`src/rtl/ledarray_if.sv`:
```
// ledarray_if: control, frame-store write and display signals of the LED sequencer
interface ledarray_if #(parameter int FW = 2);
  logic          start;
  logic          stop;
  logic          loop_en;
  logic [FW-1:0] nframes_m1;
  logic [7:0]    repeat_m1;
  logic          wr_en;
  logic [FW-1:0] wr_frame;
  logic [4:0]    wr_row;
  logic [4:0]    wr_data;
  logic [4:0]    dot;
  logic [4:0]    row;
  logic [FW-1:0] frame;
  logic          busy;
  logic          done;
  modport master (
    output start, stop, loop_en, nframes_m1, repeat_m1, wr_en, wr_frame, wr_row, wr_data,
    input  dot, row, frame, busy, done
  );
  modport slave (
    input  start, stop, loop_en, nframes_m1, repeat_m1, wr_en, wr_frame, wr_row, wr_data,
    output dot, row, frame, busy, done
  );
endinterface

```
`src/rtl/ledarray_sequencer.sv`:
```
// ledarray_sequencer: plays stored 32x5 frames onto the LED dot array with repeats, gaps and looping
module ledarray_sequencer #(
  parameter int NFRAMES    = 4,
  parameter int FW         = 2,
  parameter int GAP_CYCLES = 2
) (
  input logic       clk,
  input logic       rst,
  ledarray_if.slave bus
);
  localparam int GW = GAP_CYCLES > 1 ? $clog2(GAP_CYCLES) : 1;
  localparam logic [GW-1:0] GAP_LAST = GW'(GAP_CYCLES > 0 ? GAP_CYCLES - 1 : 0);
  typedef enum logic [1:0] {IDLE, SCAN, GAP, DONE} state_t;
  state_t        r_state;
  logic [4:0]    r_mem [NFRAMES][32];
  logic [4:0]    r_row;
  logic [FW-1:0] r_frame;
  logic [FW-1:0] r_last;
  logic [7:0]    r_rep;
  logic [7:0]    r_rep_m1;
  logic          r_loop;
  logic [GW-1:0] r_gap;
  logic          r_busy;
  logic          r_done;
  logic          w_row_end;
  logic          w_frame_end;
  logic          w_last;
  logic [FW-1:0] w_next_frame;
  assign w_row_end    = r_row == 5'd31;
  assign w_frame_end  = w_row_end && r_rep == r_rep_m1;
  assign w_last       = r_frame == r_last;
  assign w_next_frame = w_last ? '0 : r_frame + 1'b1;
  assign bus.dot   = r_state == SCAN ? r_mem[r_frame][r_row] : '0;
  assign bus.row   = r_row;
  assign bus.frame = r_frame;
  assign bus.busy  = r_busy;
  assign bus.done  = r_done;
  // Frame store: written in any state; the display read sees the old word until the edge
  always_ff @(posedge clk)
    if (bus.wr_en) r_mem[bus.wr_frame][bus.wr_row] <= bus.wr_data;
  // Playback FSM; the nframes_m1 field is FW bits wide, so the latched last frame never exceeds NFRAMES-1
  always_ff @(posedge clk or posedge rst)
    if (rst) begin
      r_state  <= IDLE;
      r_row    <= '0;
      r_frame  <= '0;
      r_last   <= '0;
      r_rep    <= '0;
      r_rep_m1 <= '0;
      r_loop   <= 1'b0;
      r_gap    <= '0;
      r_busy   <= 1'b0;
      r_done   <= 1'b0;
    end else if (bus.stop) begin
      r_state <= IDLE;
      r_row   <= '0;
      r_frame <= '0;
      r_rep   <= '0;
      r_gap   <= '0;
      r_busy  <= 1'b0;
      r_done  <= 1'b0;
    end else
      case (r_state)
        IDLE:
          if (bus.start) begin
            r_state  <= SCAN;
            r_row    <= '0;
            r_frame  <= '0;
            r_rep    <= '0;
            r_last   <= bus.nframes_m1;
            r_rep_m1 <= bus.repeat_m1;
            r_loop   <= bus.loop_en;
            r_busy   <= 1'b1;
          end
        SCAN: begin
          r_row <= r_row + 1'b1;
          if (w_row_end) begin
            if (!w_frame_end) r_rep <= r_rep + 1'b1;
            else if (w_last && !r_loop) begin
              r_state <= DONE;
              r_frame <= '0;
              r_rep   <= '0;
              r_busy  <= 1'b0;
              r_done  <= 1'b1;
            end else if (GAP_CYCLES > 0) begin
              r_state <= GAP;
              r_gap   <= '0;
              r_rep   <= '0;
            end else begin
              r_frame <= w_next_frame;
              r_rep   <= '0;
            end
          end
        end
        GAP:
          if (r_gap == GAP_LAST) begin
            r_state <= SCAN;
            r_frame <= w_next_frame;
            r_gap   <= '0;
          end else r_gap <= r_gap + 1'b1;
        DONE: begin
          r_state <= IDLE;
          r_done  <= 1'b0;
        end
        default: r_state <= IDLE;
      endcase
endmodule
```
`src/flat_wrapper.sv`:
```
// flat-port wrapper written by rule: the top's interface ports become plain ports
module ledarray_sequencer_flat 
#(
  parameter int NFRAMES    = 4,
  parameter int FW         = 2,
  parameter int GAP_CYCLES = 2
)
  (clk, rst, bus_start, bus_stop, bus_loop_en, bus_nframes_m1, bus_repeat_m1, bus_wr_en, bus_wr_frame, bus_wr_row, bus_wr_data, bus_dot, bus_row, bus_frame, bus_busy, bus_done);
  ledarray_if #(.FW(FW)) bus_i ();
  input logic clk;
  input logic rst;
  input wire logic [$bits(bus_i.start)-1:0] bus_start;
  input wire logic [$bits(bus_i.stop)-1:0] bus_stop;
  input wire logic [$bits(bus_i.loop_en)-1:0] bus_loop_en;
  input wire logic [$bits(bus_i.nframes_m1)-1:0] bus_nframes_m1;
  input wire logic [$bits(bus_i.repeat_m1)-1:0] bus_repeat_m1;
  input wire logic [$bits(bus_i.wr_en)-1:0] bus_wr_en;
  input wire logic [$bits(bus_i.wr_frame)-1:0] bus_wr_frame;
  input wire logic [$bits(bus_i.wr_row)-1:0] bus_wr_row;
  input wire logic [$bits(bus_i.wr_data)-1:0] bus_wr_data;
  output wire logic [$bits(bus_i.dot)-1:0] bus_dot;
  output wire logic [$bits(bus_i.row)-1:0] bus_row;
  output wire logic [$bits(bus_i.frame)-1:0] bus_frame;
  output wire logic [$bits(bus_i.busy)-1:0] bus_busy;
  output wire logic [$bits(bus_i.done)-1:0] bus_done;
  assign bus_i.start = bus_start;
  assign bus_i.stop = bus_stop;
  assign bus_i.loop_en = bus_loop_en;
  assign bus_i.nframes_m1 = bus_nframes_m1;
  assign bus_i.repeat_m1 = bus_repeat_m1;
  assign bus_i.wr_en = bus_wr_en;
  assign bus_i.wr_frame = bus_wr_frame;
  assign bus_i.wr_row = bus_wr_row;
  assign bus_i.wr_data = bus_wr_data;
  assign bus_dot = bus_i.dot;
  assign bus_row = bus_i.row;
  assign bus_frame = bus_i.frame;
  assign bus_busy = bus_i.busy;
  assign bus_done = bus_i.done;
  ledarray_sequencer #(.NFRAMES(NFRAMES), .FW(FW), .GAP_CYCLES(GAP_CYCLES)) u_core (.clk(clk), .rst(rst), .bus(bus_i));
endmodule
```
`config.mk`:
```
export PLATFORM = sky130hd
export DESIGN_NAME = ledarray_sequencer_flat
export DESIGN_NICKNAME = d
export VERILOG_FILES = /design/src/rtl/ledarray_if.sv /design/src/rtl/ledarray_sequencer.sv /design/src/flat_wrapper.sv
export SDC_FILE = /design/constraint.sdc
export NUM_CORES = 1
export LEC_CHECK = 0
export CORE_ASPECT_RATIO = 1.75
export CORE_UTILIZATION = 60
export DETAILED_ROUTE_END_ITERATION = 10
export PLACE_DENSITY = 0.77
export SYNTH_ARGS = -nofsm -noshare
export SYNTH_HDL_FRONTEND = slang
export SYNTH_SLANG_ARGS = --single-unit
```
`constraint.sdc`:
```
create_clock -name clk -period 3.7 [get_ports clk]
set_input_delay 0.74 -clock clk [delete_from_list [all_inputs] [get_ports clk]]
set_output_delay 0.74 -clock clk [all_outputs]
set_load 0.01 [all_outputs]
```
==> flow_summary.yaml, run 1 <==
floorplan:
  rows: 102
  core_sq_um: 44540
  io_pins: 42
  dieWidth_um: 162.9
  start_util_pct: 61.06
  dieArea_sq_um: 46220
  chipHeight_um: 283.6
synthesis:
  avgSynthCellArea_sq_um: 18.49
  ys_warn_count: 0
  synth_fp_nets: 1506
  yosys-top-cells-area: "edfxtp_1 71%, mux4_2 9.4%, mux2i_1 4.4%, dfrtp_1 2.9%, nor2_1 2.1%"
  synth_top_area_share_pct: 70.66
  ys_ff_latch: 671
  synthFlopType: "edfxtp_1"
  async_flop_share_pct: 4.620
  synth_area_leader_cell: "edfxtp_1"
  yosysSeqAreaShare_pct: 73.52
  synth_cell_types: 60
  netlist_area_sq_um: 27200
  synth_edf_count: 640
  synth_cells: 1471
placement:
  gp_congestion: 0.8828
  portBuffers: 41
  place_ws_ns: -0.008821
  dp.cells: 2089
  place_area_sq_um: 28720
  dp_hpwl_um: 38570
pwr:
  leakage_nw: 9.891
  total_power_mw: 18.25
  ir_worst_vdd_mv: 0.3873
  power_density_nw_per_um2: 578.7
critical_path:
  end_kind: "primary output"
  worstPathRequired_ns: 2.96
  slowest_delay_ns: 0.56
  cp-start-kind: "flip-flop"
  critical_path.most_common_cell: "buf_4"
  startpoint: "u_core.bus.frame[1]$_DFFE_PP0P_"
  critPathMaxFanout: 6
  crit_path_cell_trace: "buf_12 > buf_8 > buf_4 > mux4_2 > mux2i_2 > o21ai_1 > a21oi_1 > nor2_2 > buf_4 > o221a_4 > buf_6"
  timing_worst_setup_path_type: "flip-flop to primary output"
  crit_path_top_delay_cell: "dfrtp_4"
  worstPathArrival_ns: 3.13
  reg2reg_slack_ns: 0.43
  r2r_start: "u_core.bus.row[0]$_DFFE_PP0P_"
timing:
  tns_ns: -0.6751
  final.setup.worst_slack_ns: -0.1685
  layout_min_cycle_time_ns: 3.868
  finClkSkew_ns: 0.01321
  finalMaxSlewViolations: 0
  rsz0062_at_grt: "true"
  finalHoldViolCount: 0
  hold_slack_ns: 0.5073
  fmax_mhz: 258.5
  period_share_pct: 104.6
  setup_viol: 5
  worst_slew_pin_slew_ns: 1.199
  relSlewSlack_pct: 20.04
global_routing:
  grt_pass1_vias: 15416
  grt_pass1_wl_um: 95390
  grt_max_degree: 129
  antenna_found_initial: 0
  grt_overflow: 0
  grt_usage_pct: 28.85
cts:
  cts.sinks: 671
  insertion_delay_ns: 0.59
  clockBufferDepth: 3
  numCtsBuffers: 55
  clk_pin_slew_ns: 0.07
  htree_levels: 2
  cts_tree: "yes"
  root_buffer: "clkbuf_16"
detailed_routing:
  drt-initial-drc-count: 1359
  routed_wl_um: 65820
  drtPass1Iterations: 5
  vias: 14704
  routed_via_density: 6.606
  drc: 0
  ant_nets: 0
  routedWlPerCell_um: 29.57
hold_path:
  hp-class: "flip-flop to flip-flop"
  holdCritStartpoint: "u_core.r_rep[7]$_DFFE_PP0P_"
final_layout:
  final_cell_area_sq_um: 31540
  antennaDiodeCount: 0
  layout-drive-gt1-share_pct: 26.12
  layout-area-overhead-vs-synth_pct: 15.96
  nNetsFinal: 1645
  instances_no_fill: 2226
  fin_util_pct: 70.81
run:
  maxCapViolations: 0
status:
  outcome: "complete, but fails checks"
  violations: "negative setup slack"
[path summary, 6_finish.rpt]
| kind | end | cells after the start |
|---|---|---|
| worst max-delay path | bus_dot[4] | 11 |
| worst min-delay path | u_core.r_rep[7]$_DFFE_PP0P_ | 1 |
| min in group asynchronous | u_core.r_rep_m1[0]$_DFFE_PP0P_ | 2 |
| worst max register to register | u_core.bus.frame[1]$_DFFE_PP0P_ | 10 |
| worst min register to register | u_core.r_rep[7]$_DFFE_PP0P_ | 1 |
| max in group asynchronous | u_core.bus.frame[1]$_DFFE_PP0P_ | 3 |
[sequential cells by signal, indices dropped and copies added, names as in the netlist]
register and count:
u_core.r_state 2, u_core.r_loop 1, u_core.r_last 2, u_core.bus.row 5, u_core.bus.done 1, u_core.r_rep 8
u_core.bus.frame 2, u_core.r_mem 640, u_core.r_gap 1, u_core.bus.busy 1, u_core.r_rep_m1 8
[report_power, final]
group	leakage (nW)	switching, mW	internal, mW
Clock	0.923	2.62	3.44
Sequential	6.15	0.147	8.44
Combinational	2.82	1.85	1.75
Total	9.89	4.62	13.6
[kinds of logic (layout without fill, tap and decap cells)]
family	Yosys count	in the layout	synth area share, %
xor gates and xnor gates	10	10	0.3497
muxes	263	263	15.46
and+or+nand+nor	287	287	4.578
AOI/OAI and AO/OA	140	140	3.805
DFF	671	671	73.52
buffers and inverters	93	276	1.969
adders and majority gates	7	7	0.3220
[layout by cell type (no fill, tap or decap), drive strengths merged, types with 4 or more instances in the layout]
cell type,n
edfxtp,640
nor2,154
buf,131
mux4,121
mux2i,119
nand2,67
clkbuf,65
clkdlybuf4s50,31
dfrtp,31
a22oi,26
a21oi,25
clkinv,25
mux2,23
o21ai,17
nand3,12
nor3,12
inv,11
a22o,11
nand2b,11
bufinv,9
xor2,9
a221o,7
ha,7
nor2b,7
and3,6
o211ai,6
o2111ai,6
a31oi,5
nor3b,4
a211oi,4
o221a,4
[layout make-up]
class	instances	area, sq um
clock buffer	65	1456
clock inverter	36	410.4
fill	2545	13000
inverter	11	41.29
multi-input combinational	707	7002
sequential	671	20010
tap	572	715.7
timing repair buffer	164	1907
[timing repair]
item	in CTS	in global routing
cloned	9	0
hold buffers	0	0
buffers inserted	28	7
resized for setup	110	30
endpoints found under the setup margin	5	5
pin swaps	24	23
hold endpoints to repair	0	0
[metal layers]
metal | part of all wire [%] | GRT usage [%]
met1 | 33 | 32.66
met2 | 55 | 52.13
met3 | 6.9 | 3.815
met4 | 5.5 | 15.70
met5 | 0 | 0
[cells in the mapped netlist, types with 7 or more instances]
cell type,n
nand3_1,12
a221o_1,7
o21ai_0,16
nor2_1,152
xor2_1,8
mux2i_1,119
a22oi_1,26
buf_4,18
mux2_2,23
mux4_1,8
nor2b_1,7
edfxtp_1,640
inv_1,11
buf_6,11
a22o_1,11
nand2_1,67
nor3_1,11
a21oi_1,25
buf_2,16
clkbuf_1,21
dfrtp_1,31
buf_1,15
ha_1,7
mux4_2,113
nand2b_1,11
[worst max-delay path, delay by kind of cell (launching register included)]
kind	cells	cell delay, ns
buffers and inverters	5	0.72
multiplexers	2	0.67
flip-flops	1	0.56
AO/OA/AOI/OAI	3	0.52
AND/OR/NAND/NOR	1	0.08
(Power assumes the default switching activity.)
==> run 2: changes to the inputs <==
--- a/config.mk
+++ b/config.mk
@@ -5,6 +5,7 @@
 export SDC_FILE = /design/constraint.sdc
 export NUM_CORES = 1
 export LEC_CHECK = 0
+export CAP_MARGIN = 20
 export CORE_ASPECT_RATIO = 1.75
 export CORE_UTILIZATION = 60
 export DETAILED_ROUTE_END_ITERATION = 10
==> results of run 2 <==
The final DEF is identical to that of run 1; final timing and power are the same.
